File: src/rtl/tdm_demux4_if.sv
// Bus bundle for the tdm_demux4 receive-side TDM demultiplexer.
// Optional parity signals appear only when TDM_DEMUX4_PARITY_EN is defined.
interface tdm_demux4_if;
   logic [3:0] iZ;
   logic       iValid;
   logic       iSof;
   logic [3:0] oC0;
   logic [3:0] oC1;
   logic [3:0] oC2;
   logic [3:0] oC3;
   logic       oFrameValid;
   logic       oSyncErr;
   logic       oS1;
   logic       oS0;
`ifdef TDM_DEMUX4_PARITY_EN
   logic       iPar;
   logic       oParErr;

   modport master (
      output iZ, iValid, iSof, iPar,
      input  oC0, oC1, oC2, oC3, oFrameValid, oSyncErr, oS1, oS0, oParErr
   );

   modport slave (
      input  iZ, iValid, iSof, iPar,
      output oC0, oC1, oC2, oC3, oFrameValid, oSyncErr, oS1, oS0, oParErr
   );
`else
   modport master (
      output iZ, iValid, iSof,
      input  oC0, oC1, oC2, oC3, oFrameValid, oSyncErr, oS1, oS0
   );

   modport slave (
      input  iZ, iValid, iSof,
      output oC0, oC1, oC2, oC3, oFrameValid, oSyncErr, oS1, oS0
   );
`endif
endinterface

File: src/rtl/tdm_demux4.sv
// Four-slot TDM demultiplexer: tracks slot position from SOF and publishes whole frames atomically.
// Optional odd-parity checking is enabled by defining TDM_DEMUX4_PARITY_EN.
module tdm_demux4 (
   input  logic           iClk,
   input  logic           iRst_n,
   tdm_demux4_if.slave    bus
);

   typedef enum logic {
      HUNT = 1'b0,
      RECV = 1'b1
   } state_t;

   state_t     state_q, state_d;
   logic [1:0] slot_q, slot_d;
   logic [3:0] sh0_q, sh0_d;
   logic [3:0] sh1_q, sh1_d;
   logic [3:0] sh2_q, sh2_d;
   logic [3:0] c0_q, c0_d;
   logic [3:0] c1_q, c1_d;
   logic [3:0] c2_q, c2_d;
   logic [3:0] c3_q, c3_d;
   logic       frame_valid_q, frame_valid_d;
   logic       sync_err_q, sync_err_d;

   logic       sof_word;
   logic       data_word;
   logic       last_slot;
   logic       frame_reject;

   assign sof_word  = bus.iValid & bus.iSof;
   assign data_word = bus.iValid & ~bus.iSof;
   assign last_slot = (slot_q == 2'b11);

`ifdef TDM_DEMUX4_PARITY_EN
   logic frame_bad_q, frame_bad_d;
   logic par_err_q, par_err_d;
   logic word_bad;

   assign word_bad     = ~(^{bus.iPar, bus.iZ});
   assign frame_reject = frame_bad_q | word_bad;

   // A SOF always restarts the bad-frame tracking from the SOF word itself.
   always_comb begin
      frame_bad_d = frame_bad_q;
      par_err_d   = 1'b0;
      if (sof_word) begin
         frame_bad_d = word_bad;
      end else if (data_word && state_q == RECV) begin
         if (last_slot) begin
            frame_bad_d = 1'b0;
            par_err_d   = frame_bad_q | word_bad;
         end else begin
            frame_bad_d = frame_bad_q | word_bad;
         end
      end
   end

   always_ff @(posedge iClk or negedge iRst_n) begin
      if (!iRst_n) begin
         frame_bad_q <= 1'b0;
         par_err_q   <= 1'b0;
      end else begin
         frame_bad_q <= frame_bad_d;
         par_err_q   <= par_err_d;
      end
   end

   assign bus.oParErr = par_err_q;
`else
   assign frame_reject = 1'b0;
`endif

   always_ff @(posedge iClk or negedge iRst_n) begin
      if (!iRst_n) begin
         state_q <= HUNT;
      end else begin
         state_q <= state_d;
      end
   end

   always_comb begin
      state_d = state_q;
      case (state_q)
         HUNT: begin
            if (sof_word) begin
               state_d = RECV;
            end
         end
         RECV: begin
            if (data_word && last_slot) begin
               state_d = HUNT;
            end
         end
         default: state_d = HUNT;
      endcase
   end

   // The slot-3 word bypasses the shadow registers straight into the outputs.
   always_comb begin
      slot_d        = slot_q;
      sh0_d         = sh0_q;
      sh1_d         = sh1_q;
      sh2_d         = sh2_q;
      c0_d          = c0_q;
      c1_d          = c1_q;
      c2_d          = c2_q;
      c3_d          = c3_q;
      frame_valid_d = 1'b0;
      sync_err_d    = 1'b0;
      case (state_q)
         HUNT: begin
            if (sof_word) begin
               sh0_d  = bus.iZ;
               slot_d = 2'b01;
            end
         end
         RECV: begin
            if (sof_word) begin
               sync_err_d = 1'b1;
               sh0_d      = bus.iZ;
               slot_d     = 2'b01;
            end else if (data_word) begin
               if (last_slot) begin
                  slot_d = 2'b00;
                  if (!frame_reject) begin
                     c0_d          = sh0_q;
                     c1_d          = sh1_q;
                     c2_d          = sh2_q;
                     c3_d          = bus.iZ;
                     frame_valid_d = 1'b1;
                  end
               end else begin
                  case (slot_q)
                     2'b01:   sh1_d = bus.iZ;
                     2'b10:   sh2_d = bus.iZ;
                     default: sh0_d = sh0_q;
                  endcase
                  slot_d = slot_q + 2'b01;
               end
            end
         end
         default: slot_d = 2'b00;
      endcase
   end

   always_ff @(posedge iClk or negedge iRst_n) begin
      if (!iRst_n) begin
         slot_q        <= 2'b00;
         sh0_q         <= 4'b0000;
         sh1_q         <= 4'b0000;
         sh2_q         <= 4'b0000;
         c0_q          <= 4'b0000;
         c1_q          <= 4'b0000;
         c2_q          <= 4'b0000;
         c3_q          <= 4'b0000;
         frame_valid_q <= 1'b0;
         sync_err_q    <= 1'b0;
      end else begin
         slot_q        <= slot_d;
         sh0_q         <= sh0_d;
         sh1_q         <= sh1_d;
         sh2_q         <= sh2_d;
         c0_q          <= c0_d;
         c1_q          <= c1_d;
         c2_q          <= c2_d;
         c3_q          <= c3_d;
         frame_valid_q <= frame_valid_d;
         sync_err_q    <= sync_err_d;
      end
   end

   assign bus.oC0         = c0_q;
   assign bus.oC1         = c1_q;
   assign bus.oC2         = c2_q;
   assign bus.oC3         = c3_q;
   assign bus.oFrameValid = frame_valid_q;
   assign bus.oSyncErr    = sync_err_q;
   assign bus.oS1         = slot_q[1];
   assign bus.oS0         = slot_q[0];

endmodule

File: src/flat_wrapper.sv
// flat-port wrapper written by rule: the top's interface ports become plain ports
module tdm_demux4_flat 
  (iClk, iRst_n, bus_iZ, bus_iValid, bus_iSof, bus_oC0, bus_oC1, bus_oC2, bus_oC3, bus_oFrameValid, bus_oSyncErr, bus_oS1, bus_oS0);
  tdm_demux4_if bus_i ();
  input  logic iClk;
  input  logic iRst_n;
  input wire logic [$bits(bus_i.iZ)-1:0] bus_iZ;
  input wire logic [$bits(bus_i.iValid)-1:0] bus_iValid;
  input wire logic [$bits(bus_i.iSof)-1:0] bus_iSof;
  output wire logic [$bits(bus_i.oC0)-1:0] bus_oC0;
  output wire logic [$bits(bus_i.oC1)-1:0] bus_oC1;
  output wire logic [$bits(bus_i.oC2)-1:0] bus_oC2;
  output wire logic [$bits(bus_i.oC3)-1:0] bus_oC3;
  output wire logic [$bits(bus_i.oFrameValid)-1:0] bus_oFrameValid;
  output wire logic [$bits(bus_i.oSyncErr)-1:0] bus_oSyncErr;
  output wire logic [$bits(bus_i.oS1)-1:0] bus_oS1;
  output wire logic [$bits(bus_i.oS0)-1:0] bus_oS0;
  assign bus_i.iZ = bus_iZ;
  assign bus_i.iValid = bus_iValid;
  assign bus_i.iSof = bus_iSof;
  assign bus_oC0 = bus_i.oC0;
  assign bus_oC1 = bus_i.oC1;
  assign bus_oC2 = bus_i.oC2;
  assign bus_oC3 = bus_i.oC3;
  assign bus_oFrameValid = bus_i.oFrameValid;
  assign bus_oSyncErr = bus_i.oSyncErr;
  assign bus_oS1 = bus_i.oS1;
  assign bus_oS0 = bus_i.oS0;
  tdm_demux4 u_core (.iClk(iClk), .iRst_n(iRst_n), .bus(bus_i));
endmodule
File: config.mk
export PLATFORM = sky130hd
export DESIGN_NAME = tdm_demux4_flat
export DESIGN_NICKNAME = d
export VERILOG_FILES = /design/src/rtl/tdm_demux4_if.sv /design/src/rtl/tdm_demux4.sv /design/src/flat_wrapper.sv
export SDC_FILE = /design/constraint.sdc
export NUM_CORES = 1
export LEC_CHECK = 0
export BUFFER_PORTS_ARGS = -buffer_cell sky130_fd_sc_hd__buf_2
export CORE_MARGIN = 2
export CORE_UTILIZATION = 29
export DETAILED_ROUTE_END_ITERATION = 10
export PLACE_DENSITY = 0.56
export SYNTH_ARGS = -nofsm -noshare
export SYNTH_HDL_FRONTEND = slang
export SYNTH_SLANG_ARGS = --single-unit
File: constraint.sdc
create_clock -name iClk -period 1.9 [get_ports iClk]
set_input_delay 0.095 -clock iClk [delete_from_list [all_inputs] [get_ports iClk]]
set_output_delay 0.095 -clock iClk [all_outputs]
set_load 0.02 [all_outputs]
==> reports/qor.yml, run 1 <==
timing:
  fin_skew_ns: 0.00179
  worstMarginPinSlew_ns: 0.741
  slew_headroom: 0.506
  report.final.slew_viol_count: 0
  period_minus_slack_ns: 1.68
  setup_violations: 0
  fmax_mhz: 594
  hold_viol: 0
  tns_ns: 0
  fin_crit_sh: 0.887
  rsz0062_at_grt: "false"
  finalWorstSetupSlack_ns: 0.215
drt:
  ant_nets: 0
  drt_wl_total_um: 2480
  vias: 801
  first_pass_iters: 4
  routedWlPerCell_um: 14.6
  drc: 0
  vias_per_cell: 4.71
  drt-initial-drc-count: 40
synth:
  ys_warn_count: 0
  seq_area_frac_synth: 0.609
  syn_area_per_cell_um2: 15.9
  synth_cells: 85
  synth-seq-cells: 33
  netlist_area_um2: 1360
  synth_cell_types: 17
  synth_nets: 96
clock_tree:
  clk_latency_ns: 0.28
  cts_root_buf: "clkbuf_8"
  clk_pin_slew_ns: 0.07
  clockBufferDepth: 2
  htree_levels: 2
  post_cts_resized: 0
  cts_tree: "built"
  cts.sink_count: 33
  cts_buffers: 5
cells_and_area:
  fin_nets: 128
  num_antenna_cells: 0
  multi_input_comb_area_um2: 488
  layout_commonest_cell: "dfrtp_1"
  layout_common_cells: "33 x dfrtp_1, 27 x buf_2, 19 x mux2_2"
  seq_area_um2: 826
  drive_gt1_frac: 0.542
  areaGrowthSynthToFinish_pct: 20.8
  nFillCells: 432
global_routing:
  grt_pass1_vias: 823
  top_usage_layer: "met2"
  grt_max_degree: 34
  grt_use_met3: 0.0389
  grt_pass1_wl_um: 4170
  grt.met1_usage: 0.134
  use_met2: 0.169
  antenna_found_initial: 0
  grt_overflow_total: 0
  grt_usage: 0.107
die:
  initial_utilization: 0.307
  rows: 24
  die_area_um2: 5240
  die_h_um: 72.4
  num_io_pins: 28
  die_width_um: 72.4
  core-area_um2: 4410
setup_path:
  critPathLaunchType: "flop"
  r2r-start: "u_core.slot_q[0]$_DFFE_PN0P_"
  arrival_ns: 1.85
  cp-end-kind: "flop"
  ff2ff_setup_slack_ns: 0.22
  cpLargestDelayFamily: "simple AND/OR/NAND/NOR gates"
  crit_buf_inv: 0
  path_cells: "ha_1 > nor2_1 > nand4_1 > mux2_2"
  max_stage_delay_ns: 0.44
  crit_fanout: 6
  required_ns: 2.07
  crit_type: "flop to flop"
  crit_start: "u_core.slot_q[0]$_DFFE_PN0P_"
  cpMaxStageDelayCell: "dfrtp_1"
place:
  hpwl_um: 1730
  port_buffers: 27
  post-place-ws_ns: 0.213
  gp_congestion: 0.647
min_path:
  holdCritStartpoint: "bus_iSof"
  min_path_type: "primary input to flop"
pwr:
  power.density_nw_per_um2: 1570
  ir_drop_uv: 672
  power.leakage_nw: 0.853
flow_run:
  maxCapViolCount: 0
status:
  status: "complete, no violations"
## layer usage
| metal | part of all wire | up-vias |
|---|---|---|
| met3 | 0.058 | 5 |
| li1 | - | 361 |
| met4 | 0.014 | 0 |
| met2 | 0.48 | 25 |
| met1 | 0.45 | 410 |
| met5 | 0 | - |
## path summary, 6_finish.rpt
| check | endpoint | depth (start not counted) |
|---|---|---|
| worst max register to register | u_core.sh1_q[1]$_DFFE_PN0P_ | 4 |
| worst min register to register | u_core.bus.oC1[3]$_DFFE_PN0P_ | 1 |
| worst max-delay path | u_core.sh1_q[1]$_DFFE_PN0P_ | 4 |
| worst min-delay path | u_core.slot_q[1]$_DFFE_PN0P_ | 2 |
| min in group asynchronous | u_core.slot_q[1]$_DFFE_PN0P_ | 2 |
| max in group asynchronous | u_core.bus.oC1[1]$_DFFE_PN0P_ | 2 |
## synthesized netlist by cell type, drive strengths merged
cell type	count	area share
buf	3	0.022
inv	3	0.0083
nor3b	1	0.0055
o22ai	1	0.0046
o21ai	1	0.0037
mux2	28	0.26
a22o	1	0.0065
dfrtp	33	0.61
nand4	2	0.0092
ha	3	0.028
nor2	1	0.0028
nand4b	1	0.018
o22a	1	0.0065
and3	1	0.0046
nand2	5	0.014
## worst register-to-register path: cells and delay by family (launching register included)
kind / cells / cell delay [ns]
fa+ha+maj: 1 / 0.29
flops: 1 / 0.44
mux: 1 / 0.37
simple gates: 2 / 0.47
## logic make-up after synthesis
kind of cell | share of synthesized area
adder cells (fa/ha/maj) | 0.0277
flip-flops | 0.609
AND/OR/NAND/NOR | 0.0536
AO/OA/AOI/OAI | 0.0212
buffers and inverters | 0.0305
multiplexers | 0.258
## layout make-up
class | count | share of cell area
Sequential cell | 33 | 0.505
Timing Repair Buffer | 28 | 0.0887
Inverter | 3 | 0.00688
Tap cell | 52 | 0.0398
Multi-Input combinational cell | 46 | 0.298
Clock inverter | 1 | 0.00306
Clock buffer | 7 | 0.0589
## through the flow
stage	instances	util	instance area (um2)	hold WS, ns	total power, mW
6_report	170	0.371	1640	0.0865	2.56
4_1_cts	170	0.371	1640	0.0828	2.60
3_5_place_dp	161	0.346	1530	0.205	2.01
5_1_grt	170	0.371	1640	0.0918	2.72
2_1_floorplan	85	-	1360	-0.201	1.73
3_3_place_gp	161	0.346	1530	0.178	1.96
## registers in the layout (all words and copies together), names as in the netlist
name	count
u_core.sh2_q	4
u_core.slot_q	2
u_core.bus.oC1	4
u_core.bus.oC3	4
u_core.sh1_q	4
u_core.bus.oSyncErr	1
u_core.sh0_q	4
u_core.bus.oC2	4
u_core.state_q	1
u_core.bus.oFrameValid	1
u_core.bus.oC0	4
## timing repair
action | in CTS | in global routing
endpoints found under the setup margin | 0 | 0
setup buffers | 0 | 0
hold endpoints to repair | 33 | 0
hold buffers | 1 | 0
## power breakdown
group	switching (mW)	total, mW	internal (mW)
Sequential	0.167	1.13	0.968
Combinational	0.434	0.852	0.418
Clock	0.249	0.576	0.327
Total	0.849	2.56	1.71
No activity file was read; power rests on OpenSTA's default activity.
==> run 2: changes to the inputs <==
- PLACE_DENSITY: 0.56 -> unset
- PLACE_DENSITY_LB_ADDON: unset -> 0.05
- clock period: 1.9 -> 2.06 ns (I/O delays scaled with it)
==> run 2 against run 1 <==
  * Clock skew up 0.0033 ns
  * Clock power down 20%
  * Global-route usage down 0.50 points
  * First-iteration DRC count down 60%
  * Die area unchanged
  * Total power down 12%
  * Cell count unchanged
  * Combinational power down 9.3%
  * Largest cell class unchanged
  * Worst setup slack better by 0.14 ns
  * Core utilization down 0.43 points
  * Sequential share of layout area up 0.59 points
  * Cell area down 1.1%
==> reports/qor.yml, run 2 (same netlist as run 1, synthesis figures left out) <==
clock_tree:
  cts_tree: "built"
  cts.sink_count: 33  # unchanged
  clockBufferDepth: 2  # unchanged
  post_cts_resized: 0  # unchanged
  clk_pin_slew_ns: 0.07  # about the same
  cts_root_buf: "clkbuf_8"
  cts_buffers: 5  # unchanged
  htree_levels: 2  # unchanged
  clk_latency_ns: 0.28  # about the same
die:
  num_io_pins: 28  # unchanged
  die_h_um: 72.4  # unchanged
  rows: 24  # unchanged
  die_area_um2: 5240  # unchanged
  initial_utilization: 0.307  # unchanged
  core-area_um2: 4410  # unchanged
  die_width_um: 72.4  # unchanged
timing:
  fin_skew_ns: 0.00508  # +0.00329 ns
  setup_violations: 0  # unchanged
  worstMarginPinSlew_ns: 0.743  # +0.00194 ns
  period_minus_slack_ns: 1.70  # +0.0162 ns
  rsz0062_at_grt: "false"
  fmax_mhz: 588  # -0.95%
  slew_headroom: 0.505  # -0.00130
  hold_viol: 0  # unchanged
  report.final.slew_viol_count: 0  # unchanged
  fin_crit_sh: 0.826  # -0.0610
  tns_ns: 0  # unchanged
pwr:
  p_switching_mw: 0.756  # -11%
  intPower_mw: 1.51  # -12%
  seq_power_share: 0.455  # +0.012
  clockPowerShare: 0.204  # -0.021
  power_frac_comb: 0.341  # +0.009
  ir_drop_uv: 432  # -36%
  power.density_nw_per_um2: 1400  # -10%
  swShare: 0.333  # +0.00193
  power.leakage_nw: 0.844  # -1.1%
global_routing:
  grt_pass1_wl_um: 3840  # -7.8%
  grt_max_degree: 34  # unchanged
  grt_usage: 0.102  # -0.00504
  grt_pass1_vias: 764  # -7.2%
  grt_overflow_total: 0  # unchanged
  antenna_found_initial: 0  # unchanged
setup_path:
  cpMaxStageDelayCell: "dfrtp_1"
  critPathLaunchType: "flop"
  crit_type: "flop to flop"
  crit_buf_inv: 0  # unchanged
  arrival_ns: 1.86  # about the same
  cp-end-kind: "flop"
  cpLargestDelayFamily: "simple AND/OR/NAND/NOR gates"
  path_cells: "ha_1 > nor2_1 > nand4_1 > mux2_2"
  crit_fanout: 6  # unchanged
  required_ns: 2.22  # +0.15 ns
  max_stage_delay_ns: 0.44  # about the same
cells_and_area:
  layout.cells.non_filler: 170  # unchanged
  num_antenna_cells: 0  # unchanged
  layout_common_cells: "33 x dfrtp_1, 27 x buf_2, 19 x mux2_2"
  fin_nets: 128  # unchanged
  drive_gt1_frac: 0.534  # -0.00847
  layout_commonest_cell: "dfrtp_1"
  areaGrowthSynthToFinish_pct: 19.4
drt:
  ant_nets: 0  # unchanged
  routedWlPerCell_um: 13.6  # -7.2%
  drt-initial-drc-count: 16  # -60%
  drt_wl_total_um: 2310  # -7.2%
  vias: 766  # -4.4%
  vias_per_cell: 4.51  # -4.4%
  first_pass_iters: 2  # -2
  drc: 0  # unchanged
place:
  hpwl_um: 1590  # -7.9%
  port_buffers: 27  # unchanged
  gp_congestion: 0.807  # +25%
  place_inst: 161  # unchanged
min_path:
  min_path_type: "primary input to flop"
flow_run:
  maxCapViolCount: 0  # unchanged
status:
  status: "complete, no violations"
[run 2: path summary, 6_finish.rpt]
path                       slack (ns)  cells after the start                            end                           from
hold / removal                   0.08                      2   u_core.slot_q[1]$_DFFE_PN0P_                       bus_iSof
setup / recovery                 0.36                      4    u_core.sh1_q[3]$_DFFE_PN0P_   u_core.slot_q[0]$_DFFE_PN0P_
min in group asynchronous        0.42                      2  u_core.bus.oC1[0]$_DFFE_PN0P_                         iRst_n
max in group asynchronous        1.16                      2    u_core.sh2_q[3]$_DFFE_PN0P_                         iRst_n
setup reg to reg                 0.36                      4    u_core.sh1_q[3]$_DFFE_PN0P_   u_core.slot_q[0]$_DFFE_PN0P_
hold reg to reg                  0.50                      1  u_core.bus.oC2[2]$_DFFE_PN0P_  u_core.bus.oC2[2]$_DFFE_PN0P_
[run 2: metal layers]
metal / wire length, um / up-vias / global-route usage
li1: - / 359 / -
met1: 1030 / 380 / 0.126
met2: 1070 / 22 / 0.150
met3: 150 / 5 / 0.0486
met4: 49 / 0 / 0.0503
met5: 0 / - / 0
[run 2: layout make-up]
| cell class | instances | area [um2] |
|---|---|---|
| multi-input combinational | 46 | 488 |
| sequential | 33 | 826 |
| clock buffer | 6 | 72.6 |
| clock inverter | 2 | 10.0 |
| timing repair buffer | 28 | 145 |
| tap | 52 | 65.1 |
| inverter | 3 | 11.3 |
| fill | 448 | 2800 |
[run 2: power by group through the flow]
stage,clock [mW],sequential (mW),combinational [mW]
4_1_cts,0.485,1.04,0.790
3_3_place_gp,0,1.04,0.779
6_report,0.463,1.03,0.773
3_5_place_dp,0,1.05,0.786
5_1_grt,0.524,1.07,0.831
2_1_floorplan,0,1.20,0.396
[run 2: per-stage QoR]
step | hold slack [ns] | area [um2] | total power, mW | worst slack, ns | util
final | 0.0764 | 1620 | 2.27 | 0.359 | 0.366
after global placement | 0.214 | 1530 | 1.82 | 0.362 | 0.346
after detailed placement | 0.224 | 1530 | 1.83 | 0.324 | 0.346
after global routing | 0.0880 | 1620 | 2.42 | 0.226 | 0.366
after CTS | 0.0722 | 1620 | 2.31 | 0.300 | 0.366
after floorplan | -0.193 | 1360 | 1.60 | 0.489 | -
[run 2: repair_timing]
item | 4_1_cts | 5_1_grt
hold endpoints to repair | 33 | 0
hold buffers | 1 | 0
buffers inserted | 0 | 0
